## src/rtl/timer_irq_unit.sv

```systemverilog
// timer_irq_unit
// Memory-mapped timer and interrupt source on the MEM-stage bus of the
// pipelined MIPS core. It sits alongside the data memory.
//
// Register window (word aligned, Address[1:0] ignored):
//   BASE+0x00 TH      reload value, R/W
//   BASE+0x04 TL      count, R/W
//   BASE+0x08 TCON    {OS, ST, IE, EN} in bits [3:0], R/W; upper bits read 0
//   BASE+0x0C         unmapped
//   BASE+0x10 systick free-running cycle counter, read-only
//
// Ports:
//   clk         core clock
//   reset       synchronous, active-high; clears all state
//   MemRead     MEM-stage load strobe
//   MemWrite    MEM-stage store strobe
//   Address     MEM-stage byte address
//   Write_data  MEM-stage store data
//   Read_data   combinational load data; 0 unless a mapped read is active
//   kernel      PC[31] of the fetch PC; masks IRQ while high
//   IRQ         timer interrupt request (IE & ST & ~kernel)
//   systick     free-running cycle counter
`timescale 1ns/1ps

module timer_irq_unit #(
  parameter logic [31:0] BASE_ADDR = 32'h40000000,
  parameter int          PRESCALE  = 1
) (
  input  logic        clk,
  input  logic        reset,
  input  logic        MemRead,
  input  logic        MemWrite,
  input  logic [31:0] Address,
  input  logic [31:0] Write_data,
  output logic [31:0] Read_data,
  input  logic        kernel,
  output logic        IRQ,
  output logic [31:0] systick
);

  // Prescaler width; a PRESCALE of 1 still needs a one-bit counter so the
  // compare below stays well formed.
  localparam int            PCW     = (PRESCALE > 1) ? $clog2(PRESCALE) : 1;
  localparam logic [PCW-1:0] PC_LAST = PCW'(PRESCALE - 1);

  logic [31:0]    r_th;
  logic [31:0]    r_tl;
  logic           r_en;
  logic           r_ie;
  logic           r_st;
  logic           r_os;
  logic [PCW-1:0] r_pc;
  logic [31:0]    r_systick;

  logic [31:0] w_offset;
  logic [2:0]  w_word;
  logic        w_inWindow;
  logic        w_selTh;
  logic        w_selTl;
  logic        w_selTcon;
  logic        w_selSys;
  logic        w_wrTh;
  logic        w_wrTl;
  logic        w_wrTcon;
  logic        w_tick;
  logic        w_overflow;
  logic        w_ovfSet;
  logic [1:0]  w_unused_addrLow;

  // Byte-offset bits are deliberately ignored by the decoder.
  assign w_unused_addrLow = Address[1:0];

  // Decode relative to the base so the window may sit at any aligned base.
  // Offsets 0x00..0x1F are inside; word 3 and words 5..7 are unmapped.
  assign w_offset   = {Address[31:2], 2'b00} - BASE_ADDR;
  assign w_inWindow = (w_offset[31:5] == 27'd0);
  assign w_word     = w_offset[4:2];
  assign w_selTh    = w_inWindow && (w_word == 3'd0);
  assign w_selTl    = w_inWindow && (w_word == 3'd1);
  assign w_selTcon  = w_inWindow && (w_word == 3'd2);
  assign w_selSys   = w_inWindow && (w_word == 3'd4);

  assign w_wrTh   = MemWrite && w_selTh;
  assign w_wrTl   = MemWrite && w_selTl;
  assign w_wrTcon = MemWrite && w_selTcon;

  // A tick is the last cycle of each enabled prescale period.
  assign w_tick     = r_en && (r_pc == PC_LAST);
  assign w_overflow = w_tick && (r_tl == 32'hFFFFFFFF);
  assign w_ovfSet   = w_overflow && r_ie;

  always_comb begin
    Read_data = 32'd0;
    if (MemRead) begin
      if (w_selTh)   Read_data = r_th;
      if (w_selTl)   Read_data = r_tl;
      if (w_selTcon) Read_data = {28'd0, r_os, r_st, r_ie, r_en};
      if (w_selSys)  Read_data = r_systick;
    end
  end

  assign IRQ     = r_ie && r_st && !kernel;
  assign systick = r_systick;

  // Prescaler restarts from zero whenever counting is disabled, so a
  // re-enable always begins a full period.
  always_ff @(posedge clk) begin
    if (reset) begin
      r_pc <= '0;
    end else if (!r_en || w_tick) begin
      r_pc <= '0;
    end else begin
      r_pc <= r_pc + 1'b1;
    end
  end

  // CPU writes to TH/TL take priority over hardware reload/increment.
  always_ff @(posedge clk) begin
    if (reset) begin
      r_th <= 32'd0;
      r_tl <= 32'd0;
    end else begin
      if (w_wrTh) r_th <= Write_data;
      if (w_wrTl) begin
        r_tl <= Write_data;
      end else if (w_tick) begin
        r_tl <= w_overflow ? r_th : r_tl + 32'd1;
      end
    end
  end

  // A one-shot overflow forces EN low even over a software write, and a
  // hardware status set is ORed in so a software clear can never lose it.
  always_ff @(posedge clk) begin
    if (reset) begin
      r_en <= 1'b0;
      r_ie <= 1'b0;
      r_st <= 1'b0;
      r_os <= 1'b0;
    end else begin
      r_en <= (w_wrTcon ? Write_data[0] : r_en) && !(w_overflow && r_os);
      r_ie <= w_wrTcon ? Write_data[1] : r_ie;
      r_st <= (w_wrTcon ? Write_data[2] : r_st) || w_ovfSet;
      r_os <= w_wrTcon ? Write_data[3] : r_os;
    end
  end

  always_ff @(posedge clk) begin
    if (reset) begin
      r_systick <= 32'd0;
    end else begin
      r_systick <= r_systick + 32'd1;
    end
  end

endmodule

```

## config.mk

```make
export PLATFORM = sky130hd
export DESIGN_NAME = timer_irq_unit
export DESIGN_NICKNAME = d
export VERILOG_FILES = /design/src/rtl/timer_irq_unit.sv
export SDC_FILE = /design/constraint.sdc
export NUM_CORES = 1
export LEC_CHECK = 0
export CAP_MARGIN = 0
export CORE_UTILIZATION = 50
export DETAILED_ROUTE_END_ITERATION = 10
export GPL_TIMING_DRIVEN = 0
export PLACE_DENSITY = 0.8
export SYNTH_ARGS = -nofsm -noshare
export SYNTH_HDL_FRONTEND = slang
export SYNTH_SLANG_ARGS = --single-unit
```

## constraint.sdc

```tcl
create_clock -name clk -period 6.9 [get_ports clk]
set_input_delay 2.07 -clock clk [delete_from_list [all_inputs] [get_ports clk]]
set_output_delay 2.07 -clock clk [all_outputs]
set_load 0.05 [all_outputs]
```

==> results of run 1 <==
[flip-flops by register name, summed over array words and instances, names as in the netlist]
register and cells:
r_th 32, r_os 1, r_en 1, systick 32
r_tl 32, r_ie 1, r_st 1, r_pc 1
[repair_timing]
action / CTS / global route
setup endpoints to repair: 28 / 28
pin swaps: 3 / 2
buffers inserted: 8 / 1
gates resized for setup: 135 / 62
[per-layer routing]
layer  wire, um  GRT usage (%)  vias to the layer above
li1           -              -                     2944
met1       8120           42.9                     3014
met5          0              0                        -
met4        857           18.0                        0
met2       9060           55.9                      384
met3       1790           6.27                       67
[cell type report]
cell class	count	area, um2	area share (%)
multi-input cells	583	3370	45.7
flip-flops and latches	101	2020	27.4
repair buffers	138	1340	18.2
plain buffers	48	216	2.94
well taps	140	175	2.38
clock buffers	11	141	1.92
clock inverters	4	72.6	0.985
inverters	7	26.3	0.357
[cells by family (layout without fill, tap and decap cells)]
kind of cell / Yosys count / after routing / share of synthesized area (%)
simple gates: 362 / 362 / 30.9
other cells: 1 / 1 / 0.0667
xor+xnor: 43 / 43 / 6.70
compound gates: 166 / 166 / 20.0
flops: 101 / 101 / 36.0
mux: 9 / 9 / 1.60
buf+inv: 56 / 208 / 4.34
fa+ha+maj: 2 / 2 / 0.445
[final timing paths]
kind               start       endpoint  cells after the start
max          Address[15]  Read_data[30]                     11
min              r_th[5]        r_th[5]                      2
max reg2reg     r_tl[17]       r_tl[27]                      7
min reg2reg      r_th[5]        r_th[5]                      2
[metrics by stage]
| step | instance area, um2 | instances | hold slack (ns) | setup WS, ns | power [mW] |
|---|---|---|---|---|---|
| after CTS | 7270 | 1032 | 0.486 | 0.00571 | 1.09 |
| after floorplan | 5620 | 740 | 0.438 | 0.478 | 0.622 |
| after global placement | 7090 | 1009 | 0.459 | -0.829 | 0.677 |
| after detailed placement | 7090 | 1009 | 0.464 | -0.840 | 0.678 |
| final | 7370 | 1032 | 0.493 | 0.0628 | 1.10 |
| after global routing | 7370 | 1032 | 0.502 | -0.00442 | 1.11 |
[layout by cell type, fill, tap and decap left out, types with 12 or more instances in the layout]
cell type,n
sky130_fd_sc_hd__o211ai_1,13
sky130_fd_sc_hd__nand2_1,160
sky130_fd_sc_hd__dfxtp_1,101
sky130_fd_sc_hd__a21oi_1,62
sky130_fd_sc_hd__buf_4,16
sky130_fd_sc_hd__xor2_1,29
sky130_fd_sc_hd__xnor2_1,14
sky130_fd_sc_hd__buf_6,13
sky130_fd_sc_hd__nand4_1,15
sky130_fd_sc_hd__a211oi_1,12
sky130_fd_sc_hd__nor3_1,13
sky130_fd_sc_hd__clkdlybuf4s50_1,101
sky130_fd_sc_hd__nor2_1,70
sky130_fd_sc_hd__and3_1,12
sky130_fd_sc_hd__clkbuf_1,43
sky130_fd_sc_hd__a22oi_1,21
sky130_fd_sc_hd__nand3_1,41
[worst min-delay path: stages, from the launching register on]
cell	delay (ns)
sky130_fd_sc_hd__dfxtp_1	0.34
sky130_fd_sc_hd__nand2_1	0.06
sky130_fd_sc_hd__a21oi_1	0.05
[power groups by stage]
stage                     combinational, mW  sequential [mW]  clock [mW]
after floorplan                      0.0174            0.605           0
after global placement               0.0766            0.601           0
after detailed placement             0.0777            0.601           0
after CTS                            0.0783            0.587       0.422
after global routing                 0.0832            0.588       0.444
final                                0.0800            0.587       0.430
==> impl_summary.txt, run 1 <==
----------------------------------------------------
[Yosys]
  Number of register bits inferred by synthesis ... 101
  Post-synthesis cell area ... 0.00562 mm2
  Top area cells in the synthesized netlist ... sky130_fd_sc_hd__dfxtp_1 (36%), sky130_fd_sc_hd__nand2_1 (11%), sky130_fd_sc_hd__a21oi_1 (5.5%)
  Most frequently used cell type in the post-synthesis netlist ... sky130_fd_sc_hd__nand2_1
  Fraction of registers with async set or reset after synthesis ... 0%
  Mean instance size in the synthesized netlist ... 7.60 um2
  Post-synth cell types ... 51
  Number of instances in the synthesized netlist ... 740
  Area share of the leading cell type in the synthesized netlist ... 36.0%
  Number of synthesized flops with an enable pin ... 0
  Predominant post-synthesis flop cell ... sky130_fd_sc_hd__dfxtp_1
  Net count of the mapped netlist ... 811
  Syn. warnings ... 0
  Sequential-to-total area share from yosys stat ... 36.0%
  Top post-synthesis cells by count ... sky130_fd_sc_hd__nand2_1 (160), sky130_fd_sc_hd__dfxtp_1 (101), sky130_fd_sc_hd__nor2_1 (70), sky130_fd_sc_hd__a21oi_1 (62), sky130_fd_sc_hd__clkbuf_1 (42)
  Largest area contributor in the synthesized netlist ... sky130_fd_sc_hd__dfxtp_1

[Layout]
  Count of antenna diodes in the layout ... 0
  Final core utilization ... 67.7%
  Share of cells above drive strength 1 ... 8.18%
  Layout-stage area growth over the synthesis result ... 31.1%
  Final #Nets ... 959
  Number of fillers in the final layout ... 951

[Setup path]
  Worst-path fanout max ... 10
  Startpoint types ... input port
  Cell Chain, Critical Path ... clkdlybuf4s50_1, nor4b_2, nand4_2, or4_1, buf_6, nor4b_4, buf_12, buf_6, a22oi_1, nand2_1, clkbuf_4
  Family of cells with the greatest summed delay on the critical path ... simple AND/OR/NAND/NOR gates
  Master of the slowest instance on the critical path ... sky130_fd_sc_hd__or4_1
  Worst setup slack for register-to-register paths ... 3.80 ns
  CP endpoint kind ... output pin
  Data arrival at the endpoint of the critical path ... 4.77 ns
  CP Data Required Time ... 4.83 ns
  Most common cell on crit path ... sky130_fd_sc_hd__buf_6
  Crit Path Class ... input port to output pin
  Count of buffering cells on the critical path with inverters included ... 5
  Critical Path Max Stage Delay ... 0.56 ns

[STA]
  Max Transition Viols Final ... 0
  Setup TNS ... 0 ns
  Final worst path period need ... 6.84 ns
  Clock Skews ... 0.0106 ns
  Highest clock frequency the design can meet ... 146 MHz
  Number of setup violations in the final report ... 0
  Headroom to the max-slew limit ... 29.9%
  Actual slew at the worst max-slew pin ... 1.04 ns
  Fin. Hold Viols ... 0
  Fin crit share ... 99.1%

[CTS]
  Clock slew seen by the registers of the worst setup and hold paths ... 0.10 ns
  H-tree depth ... 3
  Number of buffers added by the clock tree synthesis step ... 9
  TritonCTS clock tree ... built
  Root Buffer ... sky130_fd_sc_hd__clkbuf_8
  Source-to-sink clock delay at the later pin of the worst-skew pair ... 0.38 ns
  Clock Sink Count ... 101
  Hold buffers post-CTS ... 0
  Clock tree buffer depth ... 2

[Hold path]
  Path category of the worst min-delay check ... register to register

[Floorplanning]
  Total Die Area ... 0.0117 mm2
  Total number of placement rows ... 38
  Initial core utilization ... 51.6%
  Y dimension of the die ... 108 um
  Die Span X ... 108 um
  Core outline area ... 0.0109 mm2
  Number of top-level design ports ... 134

[Global route]
  Number of global-route vias before repair ... 6,128
  Gr ovfl total ... 0
  Largest net degree at the start of global routing ... 16
  First-pass GRT wire length ... 31,000 um
  Number of antenna violations at the first check in global routing ... 0
  GR Util All Layers ... 34.3%

[Power]
  Combinational cell fraction of total power ... 7.3%
  Proportion of power drawn by the clock network ... 39.2%
  Leakage component of the power ... 2.58 nW
  Sw frac ... 23.7%
  Part of the total power dissipated in sequential elements ... 53.5%
  Total net switching power ... 0.260 mW
  Power density relative to cell area ... 149 mW/mm2
  Internal portion of total power ... 0.838 mW
  Maximum vdd ir drop ... 122 uV

[Placed design]
  Final weighted congestion of routability-driven global placement ... 0.910
  HPWL reported at the end of detailed placement ... 14,100 um
  Number of buffers added on ports ... 129

[Run status]
  Result of the run ... complete, no violations

[Routing]
  Remaining antenna violation count after routing ... 0
  Routed wire per std cell ... 19.2 um
  Total wire length after detailed routing ... 19,800 um
  Overall via count from detail_route ... 6,409
  DRC violation count after routing ... 0
  Starting DRC count in detailed routing ... 647
  Number of iterations in the first detailed-routing pass ... 5
  Via-to-Cell Ratio ... 6.21

[Flow run]
  Number of max-cap violations ... 0

----------------------------------------------------
Note: power is estimated with default switching activity, not from simulation.
==> inputs of run 2 (changes only) <==
--- a/config.mk
+++ b/config.mk
@@ -5,11 +5,10 @@
 export SDC_FILE = /design/constraint.sdc
 export NUM_CORES = 1
 export LEC_CHECK = 0
-export CAP_MARGIN = 0
 export CORE_UTILIZATION = 50
 export DETAILED_ROUTE_END_ITERATION = 10
 export GPL_TIMING_DRIVEN = 0
-export PLACE_DENSITY = 0.8
+export PLACE_DENSITY = 0.85
 export SYNTH_ARGS = -nofsm -noshare
 export SYNTH_HDL_FRONTEND = slang
 export SYNTH_SLANG_ARGS = --single-unit
==> impl_summary.txt, run 2 (synthesis results as in run 1) <==
----------------------------------------------------
[Power]
  Leakage component of the power ... 2.58 nW (about the same)
  Part of the total power dissipated in sequential elements ... 53.6% (was 53.5%)
  Combinational cell fraction of total power ... 7.2% (was 7.3%)
  Proportion of power drawn by the clock network ... 39.2% (about the same)
  Overall Power ... 1.10 mW (about the same)
  Power density relative to cell area ... 149 mW/mm2 (about the same)
  Sw frac ... 24.1% (was 23.7%)
  Total net switching power ... 0.264 mW (was 0.260 mW)
  Internal portion of total power ... 0.832 mW (was 0.838 mW)
  Maximum vdd ir drop ... 81.9 uV (was 122 uV)

[Routing]
  Starting DRC count in detailed routing ... 654 (was 647)
  DRC violation count after routing ... 0 (unchanged)
  Remaining antenna violation count after routing ... 0 (unchanged)
  Overall via count from detail_route ... 6,274 (was 6,409)
  Routed wire per std cell ... 17.6 um (was 19.2 um)
  Number of iterations in the first detailed-routing pass ... 5 (unchanged)
  Via-to-Cell Ratio ... 6.06 (was 6.21)
  Total wire length after detailed routing ... 18,200 um (was 19,800 um)

[STA]
  Max Transition Viols Final ... 0 (unchanged)
  Clock Skews ... 0.0144 ns (was 0.0106 ns)
  Fin. Hold Viols ... 0 (unchanged)
  Final worst path period need ... 6.78 ns (was 6.84 ns)
  Highest clock frequency the design can meet ... 147 MHz (was 146 MHz)
  RSZ-0062 raised after global routing ... false
  Number of setup violations in the final report ... 0 (unchanged)
  Headroom to the max-slew limit ... 33.8% (was 29.9%)
  Fin crit share ... 98.3% (was 99.1%)
  Actual slew at the worst max-slew pin ... 0.984 ns (was 1.04 ns)

[Setup path]
  CP endpoint kind ... output pin (unchanged)
  Startpoint types ... input port (unchanged)
  Worst-path fanout max ... 7 (was 10)
  Data arrival at the endpoint of the critical path ... 4.71 ns (was 4.77 ns)
  CP Data Required Time ... 4.83 ns (about the same)
  Crit Path Class ... input port to output pin (unchanged)

[Layout]
  Final core utilization ... 67.6% (was 67.7%)
  Share of cells above drive strength 1 ... 8.72% (was 8.18%)
  Area taken by flip-flops and latches ... 0.00202 mm2 (unchanged)
  Most used cells in the layout excluding fill and tap cells ... sky130_fd_sc_hd__nand2_1 (160), sky130_fd_sc_hd__clkdlybuf4s50_1 (101), sky130_fd_sc_hd__dfxtp_1 (101), sky130_fd_sc_hd__nor2_1 (70), sky130_fd_sc_hd__a21oi_1 (62) (unchanged)
  Layout-stage area growth over the synthesis result ... 31.0% (was 31.1%)
  Count of antenna diodes in the layout ... 0 (unchanged)
  Multi-input gate area in the final layout ... 0.00337 mm2 (about the same)
  Most common library cell in the layout ignoring fill and taps ... sky130_fd_sc_hd__nand2_1 (unchanged)
  Number of fillers in the final layout ... 914 (was 951)
  Final #Nets ... 961 (was 959)

[Floorplanning]
  Total number of placement rows ... 38 (unchanged)
  Total Die Area ... 0.0117 mm2 (unchanged)
  Y dimension of the die ... 108 um (unchanged)
  Initial core utilization ... 51.6% (unchanged)
  Die Span X ... 108 um (unchanged)
  Number of top-level design ports ... 134 (unchanged)
  Core outline area ... 0.0109 mm2 (unchanged)

[Placed design]
  Number of buffers added on ports ... 129 (unchanged)
  HPWL reported at the end of detailed placement ... 13,100 um (was 14,100 um)
  Final weighted congestion of routability-driven global placement ... 0.955 (was 0.910)

[Run status]
  Result of the run ... complete, no violations (unchanged)

[Global route]
  GR Util All Layers ... 31.4% (was 34.3%)
  Number of antenna violations at the first check in global routing ... 0 (unchanged)
  Number of global-route vias before repair ... 5,521 (was 6,128)
  First-pass GRT wire length ... 28,300 um (was 31,000 um)
  Largest net degree at the start of global routing ... 18 (was 16)
  Gr ovfl total ... 0 (unchanged)

[CTS]
  Hold buffers post-CTS ... 0 (unchanged)
  Root Buffer ... sky130_fd_sc_hd__clkbuf_8 (unchanged)
  H-tree depth ... 3 (unchanged)
  Source-to-sink clock delay at the later pin of the worst-skew pair ... 0.39 ns (was 0.38 ns)
  Clock tree buffer depth ... 2 (unchanged)
  TritonCTS clock tree ... built (unchanged)
  Number of buffers added by the clock tree synthesis step ... 9 (unchanged)
  Clock Sink Count ... 101 (unchanged)
  Clock slew seen by the registers of the worst setup and hold paths ... 0.09 ns (was 0.10 ns)

[Hold path]
  Path category of the worst min-delay check ... register to register (unchanged)

[Flow run]
  Number of max-cap violations ... 0 (unchanged)

----------------------------------------------------
-- run 2: cell type report --
type                    instances  area share (%)
flip-flops and latches        101            27.5
plain buffers                  49            2.99
inverters                       7           0.357
repair buffers                139            18.0
clock inverters                 7            1.34
well taps                     140            2.38
clock buffers                   9            1.68
multi-input cells             583            45.8
-- run 2: final timing paths --
path	endpoint	slack (ns)	cells after the start	start
worst min register to register	r_en	0.47	1	r_os
worst max register to register	r_tl[27]	3.89	7	r_tl[17]
worst min-delay path	r_en	0.47	1	r_os
worst max-delay path	Read_data[8]	0.12	11	Address[18]
-- run 2: critical path: stages --
cell and delay (ns):
sky130_fd_sc_hd__clkdlybuf4s50_1 0.43, sky130_fd_sc_hd__nor4b_2 0.33, sky130_fd_sc_hd__nand4_2 0.13, sky130_fd_sc_hd__or4_1 0.55
sky130_fd_sc_hd__buf_6 0.17, sky130_fd_sc_hd__nor4_4 0.26, sky130_fd_sc_hd__buf_4 0.22, sky130_fd_sc_hd__buf_4 0.14
sky130_fd_sc_hd__a22oi_1 0.06, sky130_fd_sc_hd__nand2_1 0.08, sky130_fd_sc_hd__buf_2 0.26
-- run 2: layer usage --
metal	vias up	track usage (%)	share of wire, %	wire, um
met2	385	51.4	46	8350
met4	0	14.5	3.3	607
met3	53	3.74	9.5	1730
met1	2898	41.2	41	7540
li1	2938	-	-	-
met5	-	0	0	0
-- run 2: power by group through the flow --
stage / Combinational, mW / Sequential, mW / Clock (mW)
2_1_floorplan: 0.0174 / 0.605 / 0
3_3_place_gp: 0.0765 / 0.601 / 0
3_5_place_dp: 0.0771 / 0.601 / 0
4_1_cts: 0.0778 / 0.587 / 0.425
5_1_grt: 0.0826 / 0.588 / 0.451
6_report: 0.0788 / 0.587 / 0.430
-- run 2: per-stage QoR --
step	TNS (ns)	cell area (um2)	hold WS, ns	setup WS, ns	instances
final	0	7360	0.469	0.118	1035
after global routing	0	7360	0.489	0.00609	1035
after CTS	0	7290	0.470	0.00116	1033
after detailed placement	-22.89	7090	0.456	-0.883	1009
after global placement	-21.56	7090	0.452	-0.815	1009
after floorplan	0	5620	0.438	0.478	740
-- run 2: timing repair --
| action | in CTS | in global routing |
|---|---|---|
| pin swaps | 3 | 4 |
| endpoints found under the setup margin | 28 | 28 |
| resized for setup | 141 | 32 |
| setup buffers | 8 | 2 |
==> inputs of run 3 (changes only) <==
--- a/config.mk
+++ b/config.mk
@@ -5,10 +5,11 @@
 export SDC_FILE = /design/constraint.sdc
 export NUM_CORES = 1
 export LEC_CHECK = 0
-export CORE_UTILIZATION = 50
+export CORE_MARGIN = 2
+export CORE_UTILIZATION = 40
 export DETAILED_ROUTE_END_ITERATION = 10
 export GPL_TIMING_DRIVEN = 0
-export PLACE_DENSITY = 0.85
+export PLACE_DENSITY = 0.72
 export SYNTH_ARGS = -nofsm -noshare
 export SYNTH_HDL_FRONTEND = slang
 export SYNTH_SLANG_ARGS = --single-unit
==> impl_summary.txt, run 3 (synthesis results as in run 1) <==
----------------------------------------------------
[Routing]
  Total wire length after detailed routing ... 19,300 um (was 18,200 um)
  DRC violation count after routing ... 0 (unchanged)
  Remaining antenna violation count after routing ... 0 (unchanged)
  Starting DRC count in detailed routing ... 600 (was 654)
  Routed wire per std cell ... 17.9 um (was 17.6 um)
  Via-to-Cell Ratio ... 5.72 (was 6.06)
  Number of iterations in the first detailed-routing pass ... 7 (was 5)
  Overall via count from detail_route ... 6,159 (was 6,274)

[Setup path]
  Count of buffering cells on the critical path with inverters included ... 5 (unchanged)
  Master of the slowest instance on the critical path ... sky130_fd_sc_hd__or4_1 (unchanged)
  CP Data Required Time ... 4.83 ns (about the same)
  Worst-path fanout max ... 10 (was 7)
  Endpoint of the most critical register-to-register path ... r_tl[5] (was r_tl[27])
  Startpoint types ... input port (unchanged)
  Family of cells with the greatest summed delay on the critical path ... simple AND/OR/NAND/NOR gates (unchanged)
  Data arrival at the endpoint of the critical path ... 4.71 ns (about the same)
  Crit Reg-Reg Startpoint ... r_en (was r_tl[17])
  CP endpoint kind ... output pin (unchanged)
  Worst setup slack for register-to-register paths ... 3.83 ns (was 3.89 ns)
  Critical Path Max Stage Delay ... 0.54 ns (was 0.55 ns)
  Crit Path Class ... input port to output pin (unchanged)
  Most common cell on crit path ... sky130_fd_sc_hd__buf_6 (was sky130_fd_sc_hd__buf_4)
  Worst R2R Path Depth ... 8 (was 7)
  Cell Chain, Critical Path ... clkdlybuf4s50_1, nor4_4, nand4_2, or4_1, buf_6, nor4b_4, buf_4, buf_6, a22oi_1, nand2_1, clkbuf_4 (was clkdlybuf4s50_1, nor4b_2, nand4_2, or4_1, buf_6, nor4_4, buf_4, buf_4, a22oi_1, nand2_1, buf_2)

[STA]
  RSZ-0062 raised after global routing ... true (was false)
  Number of setup violations in the final report ... 0 (unchanged)
  Fin. Hold Viols ... 0 (unchanged)
  Max Transition Viols Final ... 0 (unchanged)
  Highest clock frequency the design can meet ... 147 MHz (about the same)
  Actual slew at the worst max-slew pin ... 1.13 ns (was 0.984 ns)
  Final worst path period need ... 6.78 ns (about the same)
  Clock Skews ... 0.00946 ns (was 0.0144 ns)
  Headroom to the max-slew limit ... 24.1% (was 33.8%)
  Setup TNS ... 0 ns (unchanged)
  Fin crit share ... 98.3% (about the same)

[Flow run]
  Number of max-cap violations ... 0 (unchanged)

[Layout]
  Final #Nets ... 962 (was 961)
  Count of antenna diodes in the layout ... 0 (unchanged)
  Most common library cell in the layout ignoring fill and taps ... sky130_fd_sc_hd__nand2_1 (unchanged)
  Number of fillers in the final layout ... 1,326 (was 914)
  Share of cells above drive strength 1 ... 8.71% (was 8.72%)
  Layout-stage area growth over the synthesis result ... 34.0% (was 31.0%)
  Most used cells in the layout excluding fill and tap cells ... sky130_fd_sc_hd__nand2_1 (160), sky130_fd_sc_hd__clkdlybuf4s50_1 (101), sky130_fd_sc_hd__dfxtp_1 (101), sky130_fd_sc_hd__nor2_1 (70), sky130_fd_sc_hd__a21oi_1 (62) (unchanged)
  Cell Count, Final, Fillers Out ... 1,076 (was 1,035)

[Placed design]
  Final weighted congestion of routability-driven global placement ... 0.925 (was 0.955)
  HPWL reported at the end of detailed placement ... 13,800 um (was 13,100 um)
  Placed Instances ... 1,049 (was 1,009)
  Number of buffers added on ports ... 129 (unchanged)

[Floorplanning]
  Y dimension of the die ... 123 um (was 108 um)
  Total number of placement rows ... 43 (was 38)
  Total Die Area ... 0.0150 mm2 (was 0.0117 mm2)
  Initial core utilization ... 40.7% (was 51.6%)
  Number of top-level design ports ... 134 (unchanged)
  Die Span X ... 123 um (was 108 um)
  Core outline area ... 0.0138 mm2 (was 0.0109 mm2)

[Power]
  Overall Power ... 1.23 mW (was 1.10 mW)
  Maximum vdd ir drop ... 114 uV (was 81.9 uV)
  Power density relative to cell area ... 163 mW/mm2 (was 149 mW/mm2)
  Leakage component of the power ... 2.64 nW (was 2.58 nW)

[CTS]
  Clock tree buffer depth ... 2 (unchanged)
  Source-to-sink clock delay at the later pin of the worst-skew pair ... 0.36 ns (was 0.39 ns)
  Hold buffers post-CTS ... 0 (unchanged)
  Clock slew seen by the registers of the worst setup and hold paths ... 0.06 ns (was 0.09 ns)
  Number of buffers added by the clock tree synthesis step ... 9 (unchanged)
  H-tree depth ... 3 (unchanged)
  TritonCTS clock tree ... built (unchanged)
  Root Buffer ... sky130_fd_sc_hd__clkbuf_16 (was sky130_fd_sc_hd__clkbuf_8)
  Clock Sink Count ... 101 (unchanged)

[Hold path]
  Cell depth of the worst min-delay path ... 2 (was 1)
  Path category of the worst min-delay check ... register to register (unchanged)
  Worst Hold Launch ... r_th[21] (was r_os)
  Terminating pin of the worst hold path ... r_th[21] (was r_en)

[Global route]
  GR Util All Layers ... 26.1% (was 31.4%)
  Gr ovfl total ... 0 (unchanged)
  First-pass GRT wire length ... 29,900 um (was 28,300 um)
  Number of antenna violations at the first check in global routing ... 0 (unchanged)
  Largest net degree at the start of global routing ... 17 (was 18)
  Number of global-route vias before repair ... 5,626 (was 5,521)

[Run status]
  Result of the run ... complete, no violations (unchanged)

----------------------------------------------------
==> run 3: cell count changes in the layout (fill, tap and decap cells not counted), moves of 2 or more <==
cell / change
sky130_fd_sc_hd__nor4_4: +2
sky130_fd_sc_hd__clkbuf_8: -8
sky130_fd_sc_hd__clkbuf_16: +9
sky130_fd_sc_hd__clkbuf_4: +3
sky130_fd_sc_hd__buf_8: +2
sky130_fd_sc_hd__buf_4: -3
sky130_fd_sc_hd__clkdlybuf4s15_2: -2
sky130_fd_sc_hd__nor4_2: -3
==> run 3: cell type report <==
| type | count | area [um2] | share of cell area (%) |
|---|---|---|---|
| multi-input cells | 583 | 3380 | 44.9 |
| flip-flops and latches | 101 | 2020 | 26.8 |
| repair buffers | 140 | 1330 | 17.6 |
| clock buffers | 10 | 239 | 3.17 |
| plain buffers | 49 | 228 | 3.02 |
| well taps | 180 | 225 | 2.99 |
| clock inverters | 6 | 86.3 | 1.15 |
| inverters | 7 | 26.3 | 0.349 |
==> run 3: how the worst max path moves through the flow <==
| stage | startpoint | endpoint | slack [ns] | cells past startpoint |
|---|---|---|---|---|
| floorplan | Address[7] | Read_data[16] | 0.48 | 8 |
| global placement | Address[7] | Read_data[23] | -0.87 | 10 |
| detailed placement | Address[15] | Read_data[23] | -0.90 | 10 |
| CTS | Address[15] | Read_data[8] | 0.01 | 11 |
| global route | Address[12] | Read_data[30] | -0.008 | 11 |
| finish | Address[12] | Read_data[25] | 0.12 | 11 |
==> run 3: power by group <==
group          switching [mW]  internal, mW
clock network           0.234         0.327
logic                  0.0389        0.0412
registers             0.00275         0.584
total                   0.276         0.953
==> run 3: repair_timing <==
action | 4_1_cts | 5_1_grt
setup buffers | 8 | 3
gates resized for setup | 142 | 36
endpoints found under the setup margin | 28 | 28
pin swaps | 3 | 5
==> run 3: per-stage QoR <==
stage / setup WS (ns) / instance area (um2) / hold WS (ns) / util [%]
3_3_place_gp: -0.870 / 7140 / 0.456 / 51.6
3_5_place_dp: -0.901 / 7140 / 0.468 / 51.6
5_1_grt: -0.00838 / 7530 / 0.497 / 54.5
4_1_cts: 0.0146 / 7450 / 0.478 / 53.9
6_report: 0.115 / 7530 / 0.477 / 54.5
2_1_floorplan: 0.478 / 5620 / 0.438 / -
==> run 3: tightest hold or removal path, delay by kind of cell (launching register included) <==
family | cells | cell delay, ns
compound gates | 1 | 0.05
flops | 1 | 0.32
simple gates | 1 | 0.06
==> run 3: per-layer routing <==
layer / wire (um) / track usage (%) / vias to the layer above
li1: - / - / 2952
met1: 8490 / 35.1 / 2861
met2: 8700 / 41.8 / 304
met3: 1550 / 4.79 / 42
met4: 554 / 9.20 / 0
met5: 0 / 0 / -
